<file path="config.mk">
export PLATFORM = sky130hd
export DESIGN_NAME = color_fsm_ctrl
export DESIGN_NICKNAME = d
export VERILOG_FILES = /design/src/rtl/color_pkg.sv /design/src/rtl/color_ctrl_timer.sv /design/src/rtl/color_fsm_ctrl.sv
export SDC_FILE = /design/constraint.sdc
export NUM_CORES = 1
export LEC_CHECK = 0
export ABC_AREA = 1
export BUFFER_PORTS_ARGS = -buffer_cell sky130_fd_sc_hd__buf_2
export CELL_PAD_IN_SITES_DETAIL_PLACEMENT = 2
export CELL_PAD_IN_SITES_GLOBAL_PLACEMENT = 2
export CORE_MARGIN = 5
export CORE_UTILIZATION = 30
export CTS_BUF_LIST = sky130_fd_sc_hd__clkbuf_2 sky130_fd_sc_hd__clkbuf_4 sky130_fd_sc_hd__clkbuf_8
export DETAILED_ROUTE_END_ITERATION = 16
export PLACE_DENSITY = 0.89
export SYNTH_ARGS = -nofsm -noshare
export SYNTH_HDL_FRONTEND = slang
export SYNTH_SLANG_ARGS = --single-unit
export TNS_END_PERCENT = 50
</file>
<file path="constraint.sdc">
create_clock -name clk -period 1.5 [get_ports clk]
set_input_delay 0.075 -clock clk [delete_from_list [all_inputs] [get_ports clk]]
set_output_delay 0.075 -clock clk [all_outputs]
set_load 0.01 [all_outputs]
</file>
<file path="src/rtl/color_pkg.sv">
// color_pkg: shared codes, colour and controller state types for the Color FSM controller.
package color_pkg;
   typedef enum logic {Blue = 1'h0, Red = 1'h1} Color_state;
   typedef enum logic [2:0] {IDLE, ISSUE, WAIT, DONE, ERR} ctrl_state_t;
   localparam logic [1:0] CMD_HOLD   = 2'h0;
   localparam logic [1:0] CMD_TOGGLE = 2'h1;
   localparam logic [1:0] STAT_BLUE  = 2'h1;
   localparam logic [1:0] STAT_RED   = 2'h2;
   function automatic logic [1:0] stat_code(input Color_state c);
      return (c == Red) ? STAT_RED : STAT_BLUE;
   endfunction
endpackage

</file>
<file path="src/rtl/color_ctrl_timer.sv">
// color_ctrl_timer: loadable WAIT-cycle counter; tc flags the TIMEOUT-th cycle (count == TIMEOUT-1).
module color_ctrl_timer #(
   parameter int TIMEOUT = 8
) (
   input  logic clk,
   input  logic rst,
   input  logic clr,
   input  logic en,
   output logic tc
);
   localparam int W = $clog2(TIMEOUT + 1);
   logic [W-1:0] cnt;
   always_ff @(posedge clk) begin
      if (rst || clr) cnt <= '0;
      else if (en) cnt <= cnt + 1'b1;
   end
   assign tc = (cnt == W'(TIMEOUT - 1));
endmodule

</file>
<file path="src/rtl/color_fsm_ctrl.sv">
// color_fsm_ctrl: request/response controller driving the two-state Color FSM.
// Optional toggle counter port enabled by COLOR_FSM_CTRL_TOGGLE_CNT_EN.
module color_fsm_ctrl
   import color_pkg::*;
#(
   parameter int TIMEOUT = 8,
   parameter int CNT_W   = 8
) (
   input  logic             clk,
   input  logic             rst,
   input  logic             req_valid,
   input  logic             req_color,
   output logic             req_ready,
   output logic [1:0]       cmd,
   input  logic [1:0]       status,
   output logic             resp_valid,
   output logic             resp_err,
   input  logic             resp_ready,
   output logic             cur_color
`ifdef COLOR_FSM_CTRL_TOGGLE_CNT_EN
   ,
   output logic [CNT_W-1:0] toggle_cnt
`endif
);
   ctrl_state_t state, nxt;
   Color_state target;
   logic legal, tc;
   assign legal = (status == STAT_BLUE) || (status == STAT_RED);
   always_comb begin
      nxt = state;
      case (state)
         IDLE:  if (req_valid) nxt = !legal ? ERR : (status == stat_code(Color_state'(req_color))) ? DONE : ISSUE;
         ISSUE: nxt = WAIT;
         // a match on the terminal-count cycle still counts as success
         WAIT:  nxt = (status == stat_code(target)) ? DONE : (!legal || tc) ? ERR : WAIT;
         DONE,
         ERR:   if (resp_ready) nxt = IDLE;
         default: nxt = IDLE;
      endcase
   end
   // outputs are registered from the next state so they always agree with state
   always_ff @(posedge clk) begin
      if (rst) begin
         state      <= IDLE;
         target     <= Red;
         cmd        <= CMD_HOLD;
         req_ready  <= 1'b1;
         resp_valid <= 1'b0;
         resp_err   <= 1'b0;
         cur_color  <= 1'b1;
      end else begin
         state      <= nxt;
         cmd        <= (nxt == ISSUE) ? CMD_TOGGLE : CMD_HOLD;
         req_ready  <= (nxt == IDLE);
         resp_valid <= (nxt == DONE) || (nxt == ERR);
         resp_err   <= (nxt == ERR);
         if (state == IDLE && req_valid) target <= Color_state'(req_color);
         if (legal) cur_color <= status[1];
      end
   end
   color_ctrl_timer #(.TIMEOUT(TIMEOUT)) timer (
      .clk (clk),
      .rst (rst),
      .clr (state == ISSUE),
      .en  (state == WAIT),
      .tc  (tc)
   );
`ifdef COLOR_FSM_CTRL_TOGGLE_CNT_EN
   always_ff @(posedge clk) begin
      if (rst) toggle_cnt <= '0;
      else if (state == ISSUE) toggle_cnt <= toggle_cnt + 1'b1;
   end
`else
   logic [CNT_W-1:0] unused_cnt_w;
   assign unused_cnt_w = '0;
`endif
endmodule
</file>
==> results of run 1 <==
## cell usage in the layout, fill, tap and decap left out, drive strengths merged
cell type and n:
nand3b 1, inv 13, dlygate4sd3 1, or2 1
buf 11, nand2 27, ha 1, conb 1
o21ai 1, clkbuf 4, xor2 1, nor2 6
nand4 3, dfxtp 13, o211ai 1, nand3 9
a21oi 5, nor3 3
## final cells by class
class | count | area share
tap | 27 | 0.0445
inverter | 13 | 0.0643
timing repair buffer | 12 | 0.0857
clock buffer | 4 | 0.0395
sequential | 13 | 0.343
multi-input combinational | 60 | 0.423
## critical path, delay by kind of cell, from the launching register on
kind	cells	cell delay, ns
AOI/OAI and AO/OA	1	0.26
adders and majority gates	1	0.24
buffers and inverters	1	0.09
DFF	1	0.35
and+or+nand+nor	4	0.32
## cells in the mapped netlist
| master | count |
|---|---|
| nand4_1 | 3 |
| o21ai_1 | 1 |
| or2_0 | 1 |
| nand3b_1 | 1 |
| inv_2 | 4 |
| dfxtp_1 | 13 |
| xor2_1 | 1 |
| ha_1 | 1 |
| a21oi_4 | 1 |
| nand2_2 | 3 |
| a21oi_1 | 4 |
| nor3_1 | 2 |
| nor2_2 | 3 |
| inv_1 | 9 |
| nor2_1 | 3 |
| conb_1 | 1 |
| nor3_4 | 1 |
| nand3_2 | 1 |
| o211ai_1 | 1 |
| nand3_1 | 8 |
| nand2_1 | 24 |
| buf_4 | 1 |
## through the flow
| step | worst slack, ns | instance area [um^2] |
|---|---|---|
| floorplan | 0.374 | 638 |
| global placement | 0.227 | 719 |
| detailed placement | 0.101 | 719 |
| CTS | 0.0871 | 759 |
| global route | 0.000512 | 759 |
| finish | 0.123 | 759 |
## logic make-up (layout without fill, tap and decap cells)
kind of cell	Yosys count	in the layout
flops	13	13
simple gates	50	50
fa+ha+maj	1	1
compound gates	7	7
xor+xnor	1	1
buf+inv	14	29
other cells	1	1
## state kept, by name, indices dropped and copies added (netlist names)
| name | cells |
|---|---|
| resp_valid | 1 |
| resp_err | 1 |
| timer.cnt | 4 |
| state | 3 |
| cmd | 1 |
| target | 1 |
| req_ready | 1 |
| cur_color | 1 |
## worst max-delay path by stage
| stage | endpoint | slack [ns] | start |
|---|---|---|---|
| after floorplan | resp_valid$_SDFF_PP0_ | 0.37 | timer.cnt[0]$_SDFFE_PP0P_ |
| after global placement | resp_valid$_SDFF_PP0_ | 0.23 | timer.cnt[0]$_SDFFE_PP0P_ |
| after detailed placement | state[2]$_SDFF_PP0_ | 0.10 | timer.cnt[0]$_SDFFE_PP0P_ |
| after CTS | state[2]$_SDFF_PP0_ | 0.09 | timer.cnt[0]$_SDFFE_PP0P_ |
| after global routing | resp_valid$_SDFF_PP0_ | 0.0005 | timer.cnt[0]$_SDFFE_PP0P_ |
| final | state[2]$_SDFF_PP0_ | 0.12 | timer.cnt[0]$_SDFFE_PP0P_ |
## power by group
group	internal [mW]	switching [mW]
Clock	0.121	0.121
Sequential	0.378	0.0207
Combinational	0.0701	0.139
Total	0.570	0.281
## routing by layer
| layer | track usage | vias to the layer above | wire length (um) |
|---|---|---|---|
| li1 | - | 306 | - |
| met1 | 0.141 | 284 | 764 |
| met4 | 0.0610 | 0 | 36 |
| met2 | 0.205 | 10 | 870 |
| met5 | 0 | - | 0 |
| met3 | 0.0255 | 5 | 75 |
==> impl_metrics.env, run 1 <==
export IMPL_status="completed"
export IMPL_fin_crit_ns=1.38
export IMPL_finalWirelength_um=1750
export IMPL_cp_common_cell="nand2_1"
export IMPL_ff2ff_path_depth=7
export IMPL_critPathMaxStageDelay_ns=0.35
export IMPL_yosys_area_top_type="dfxtp_1"
export IMPL_place_congestion=0.761
export IMPL_fin_crit_sh=0.918
export IMPL_cts_resized=0
export IMPL_hold_class="input port to flip-flop"
export IMPL_die_height_um=56.1
export IMPL_arrival_ns=1.54
export IMPL_syn_to_final_growth_pct=19.0
export IMPL_vdd_drop_max_v=0.000547
export IMPL_dieArea_mm2=0.00315
export IMPL_dr_pass1_iters=3
export IMPL_multi_input_area_um2=322
export IMPL_power_mw=0.850
export IMPL_final_nets=111
export IMPL_worst_setup_path_type="flip-flop to flip-flop"
export IMPL_antenna_found_initial=0
export IMPL_grt_max_degree=8
export IMPL_power_leakage_nw=0.393
export IMPL_synth_top_cell_area_share=0.408
export IMPL_synth_area_um2=638
export IMPL_synth_xor_area_frac=0.0137
export IMPL_clock_sinks=13
export IMPL_drt_antenna_violating_nets=0
export IMPL_post_cts_buffers=0
export IMPL_crit_path_cell_trace="ha_1 -> nand3b_1 -> nand2_1 -> nand3_1 -> nand2_1 -> o21ai_1 -> inv_1"
export IMPL_hpwl_um=1450
export IMPL_max_cap_violations=0
export IMPL_avgRoutedWirePerCell_um=13.5
export IMPL_yosysSeqAreaShare=0.408
export IMPL_fin_cells=129
export IMPL_grt_pass1_vias=641
export IMPL_rows=16
export IMPL_synth_top_family_by_area="simple AND/OR/NAND/NOR gates"
export IMPL_antenna_cells=0
export IMPL_dp_cells=124
export IMPL_synth_nets=95
export IMPL_critPathMaxFanout=4
export IMPL_hold_depth=3
export IMPL_root_buffer="clkbuf_4"
export IMPL_fillCellCount=256
export IMPL_synth_area_mux_share=0
export IMPL_cts_tree="built"
export IMPL_cts_hold_buf=1
export IMPL_skew_ns=0.00804
export IMPL_drt_iter0_drc=5
export IMPL_grtUsageTotal=0.121
export IMPL_cp_start_kind="flip-flop"
export IMPL_seq_area_um2=260
export IMPL_drv_slew=0
export IMPL_clk_pin_slew_worst_paths_ns=0.09
export IMPL_clk_path_buf_depth=2
export IMPL_pin_count=13
export IMPL_ys_types=22
export IMPL_synth_seq_cells=13
export IMPL_synthSimpleGateAreaFrac=0.388
export IMPL_power_density_mw_per_mm2=1120
export IMPL_min_to="target$_SDFFE_PP1P_"
export IMPL_finalHoldViolations=0
export IMPL_r2r_slack_ns=0.12
export IMPL_ys_warnings_count=0
export IMPL_grt_ovfl_total=0
export IMPL_cts_buffers_inserted=3
export IMPL_cp_data_required_time_ns=1.66
export IMPL_clk_latency_ns=0.28
export IMPL_layout_drive_gt1_share=0.275
export IMPL_synth_fa_ha_area_frac=0.0196
export IMPL_viasPerCell=4.69
export IMPL_die_width_um=56.1
export IMPL_core_area_mm2=0.00200
export IMPL_fin_hold_ws_ns=0.0646
export IMPL_port_buffers=11
export IMPL_cp_end_kind="flip-flop"
export IMPL_htreeDepth=1
export IMPL_drc=0
export IMPL_tns_ns=0
export IMPL_syn_avg_cell_area_um2=7.33
export IMPL_synth_top_cells_by_area="dfxtp_1, nand2_1, nand3_1"
export IMPL_fin_util=0.379
export IMPL_synth_compound_area_frac=0.0765
export IMPL_r2r_end="state[2]$_SDFF_PP0_"
export IMPL_hp_start="req_color"
export IMPL_fmaxAchievable_ghz=0.726
export IMPL_timing_rr_start="timer.cnt[0]$_SDFFE_PP0P_"
export IMPL_setup_violations_final=0
export IMPL_crit_slowest_cell="dfxtp_1"
export IMPL_start_util=0.319
export IMPL_syn_instance_count=87
export IMPL_rsz0062_at_grt="false"
export IMPL_vias=605
export IMPL_grt_pass1_wl_um=2990
(Power assumes the default switching activity.)
==> run 2: changes to the inputs <==
CORE_UTILIZATION = 29   (was 30)
SYNTH_HIERARCHICAL = 1   (was not set)
==> run 2 against run 1 <==
Compared with the run above:
- sequential power about the same
- final area grew 3.1%
- first-iteration DRC count unchanged
- largest cell class unchanged
- critical path depth up 3
- cell count increased by 8.5%
- clock power about the same
- non-clock buffer count decreased by 1
- register-to-register slack barely moved
- area after synthesis increased by 2.4%
- clock skew fell by 0.0011 ns
- synthesized cell count up 13%
==> impl_metrics.env, run 2 <==
export IMPL_status="completed"
export IMPL_grt_pass1_vias=722
export IMPL_syn_avg_cell_area_um2=6.66
export IMPL_power_mw=0.849
export IMPL_antenna_cells=0
export IMPL_final_cell_mix="nand2_1, nor2_1, dfxtp_1, buf_2, inv_1"
export IMPL_fmaxAchievable_ghz=0.732
export IMPL_final_nets=121
export IMPL_top_regs="timer/cnt (4), state (3)"
export IMPL_hold_class="input port to flip-flop"
export IMPL_finalWirelength_um=1790
export IMPL_path_delay_family="simple AND/OR/NAND/NOR gates"
export IMPL_synth_top_cell_area_share=0.398
export IMPL_fin_crit_ns=1.37
export IMPL_hpwl_um=1490
export IMPL_clk_pin_slew_worst_paths_ns=0.09
export IMPL_synth_nets=106
export IMPL_cp_common_cell="nand2_1"
export IMPL_drc=0
export IMPL_ys_types=19
export IMPL_syn_instance_count=98
export IMPL_critPathMaxStageDelay_ns=0.36
export IMPL_synthMostInstantiatedCell="nand2_1"
export IMPL_cts_hold_buf=0
export IMPL_dieArea_mm2=0.00330
export IMPL_synth_area_um2=653
export IMPL_grt_ovfl_total=0
export IMPL_tns_ns=0
export IMPL_pin_count=13
export IMPL_cp_data_required_time_ns=1.67
export IMPL_die_width_um=57.5
export IMPL_crit_path_cell_trace="ha_2 -> nand2_1 -> nor2_2 -> inv_1 -> nand3_2 -> nand2_1 -> nand2_1 -> nand3_1 -> nand3b_1 -> nand2_1"
export IMPL_avgRoutedWirePerCell_um=12.8
export IMPL_dr_pass1_iters=3
export IMPL_syn_to_final_growth_pct=19.9
export IMPL_power_density_mw_per_mm2=1080
export IMPL_synth_edf_count=0
export IMPL_power_leakage_nw=0.414
export IMPL_finalHoldViolations=0
export IMPL_yosys_top_cells_count="nand2_1, dfxtp_1, nor2_1"
export IMPL_clock_sinks=13
export IMPL_cts_buffers_inserted=3
export IMPL_place_congestion=0.781
export IMPL_max_cap_violations=0
export IMPL_die_height_um=57.5
export IMPL_ys_warnings_count=6
export IMPL_drt_iter0_drc=5
export IMPL_seq_area_um2=263
export IMPL_fin_crit_sh=0.911
export IMPL_clk_latency_ns=0.27
export IMPL_cp_end_kind="flip-flop"
export IMPL_drt_antenna_violating_nets=0
export IMPL_htreeDepth=1
export IMPL_rows=17
export IMPL_synth_seq_cells=13
export IMPL_skew_ns=0.00696
export IMPL_grt_pass1_wl_um=3030
export IMPL_yosys_area_top_type="dfxtp_1"
export IMPL_critical_path_buf_inv_count=1
export IMPL_critPathMaxFanout=3
export IMPL_fillCellCount=269
export IMPL_layout_commonest_cell="nand2_1"
export IMPL_synth_flop_cell="dfxtp_1"
export IMPL_antenna_found_initial=0
export IMPL_dp_cells=136
export IMPL_start_util=0.298
export IMPL_vias=641
export IMPL_port_buffers=11
export IMPL_grtUsageTotal=0.117
export IMPL_largest_register_ffs=4
export IMPL_fin_util=0.358
export IMPL_crit_slowest_cell="dfxtp_2"
export IMPL_synth_top_cells_by_area="dfxtp_1, nand2_1, nand3_1"
export IMPL_regMostFlops="timer/cnt"
export IMPL_synthArstFlopShare=0
export IMPL_grt_max_degree=9
export IMPL_setup_violations_final=0
export IMPL_worst_setup_path_type="flip-flop to flip-flop"
export IMPL_cp_start_kind="flip-flop"
export IMPL_root_buffer="clkbuf_4"
export IMPL_arrival_ns=1.53
export IMPL_fin_cells=140
export IMPL_clk_path_buf_depth=2
export IMPL_layout_drive_gt1_share=0.313
export IMPL_core_area_mm2=0.00219
export IMPL_cts_tree="built"
export IMPL_vdd_drop_max_v=0.000458
export IMPL_yosysSeqAreaShare=0.398
export IMPL_multi_input_area_um2=344
export IMPL_drv_slew=0
export IMPL_viasPerCell=4.58
run 2: cell families (layout without fill, tap and decap cells):
kind of cell | after synthesis | after routing | synth area share
buf+inv | 16 | 30 | 0.0977
other cells | 1 | 1 | 0.00574
flops | 13 | 13 | 0.398
compound gates | 6 | 6 | 0.0498
fa+ha+maj | 1 | 1 | 0.0192
simple gates | 61 | 61 | 0.429
run 2: path summary, 6_finish.rpt:
kind,start,to,slack [ns],cells past startpoint
worst max-delay path,timer/cnt[0]$_SDFFE_PP0P_,resp_valid$_SDFF_PP0_,0.13,10
worst max register to register,timer/cnt[0]$_SDFFE_PP0P_,resp_valid$_SDFF_PP0_,0.13,10
worst min-delay path,rst,state[0]$_SDFF_PP0_,0.04,2
worst min register to register,cur_color$_SDFFE_PP1N_,cur_color$_SDFFE_PP1N_,0.50,2
run 2: final cells by class:
class                      count  share of cell area
clock buffer                   4              0.0383
inverter                      15              0.0719
multi-input combinational     69               0.439
sequential                    13               0.335
tap                           28              0.0447
timing repair buffer          11              0.0703
run 2: what timing repair did:
action | 4_1_cts | 5_1_grt
resized for setup | 0 | 6
endpoints found under the setup margin | 0 | 6
buffers inserted | 0 | 0
run 2: layer usage:
| layer | wire length, um | vias to the layer above | GRT usage |
|---|---|---|---|
| met5 | 0 | - | 0 |
| met4 | 27 | 0 | 0.0397 |
| met3 | 44 | 5 | 0.0226 |
| met2 | 967 | 7 | 0.227 |
| met1 | 752 | 298 | 0.123 |
| li1 | - | 331 | - |
run 2: power breakdown:
group	internal, mW	switching, mW	total [mW]	leakage [nW]
clock network	0.121	0.118	0.239	0.0184
logic	0.0724	0.137	0.210	0.288
registers	0.381	0.0194	0.400	0.107
run 2: per-stage QoR:
| step | cell area, um^2 | hold WS (ns) | setup WS, ns |
|---|---|---|---|
| 6_report | 783 | 0.0363 | 0.134 |
| 5_1_grt | 783 | 0.0511 | -0.0106 |
| 2_1_floorplan | 653 | 0.147 | 0.301 |
| 3_5_place_dp | 736 | 0.302 | 0.0599 |
| 3_3_place_gp | 736 | 0.304 | 0.202 |
| 4_1_cts | 766 | 0.0105 | 0.0403 |
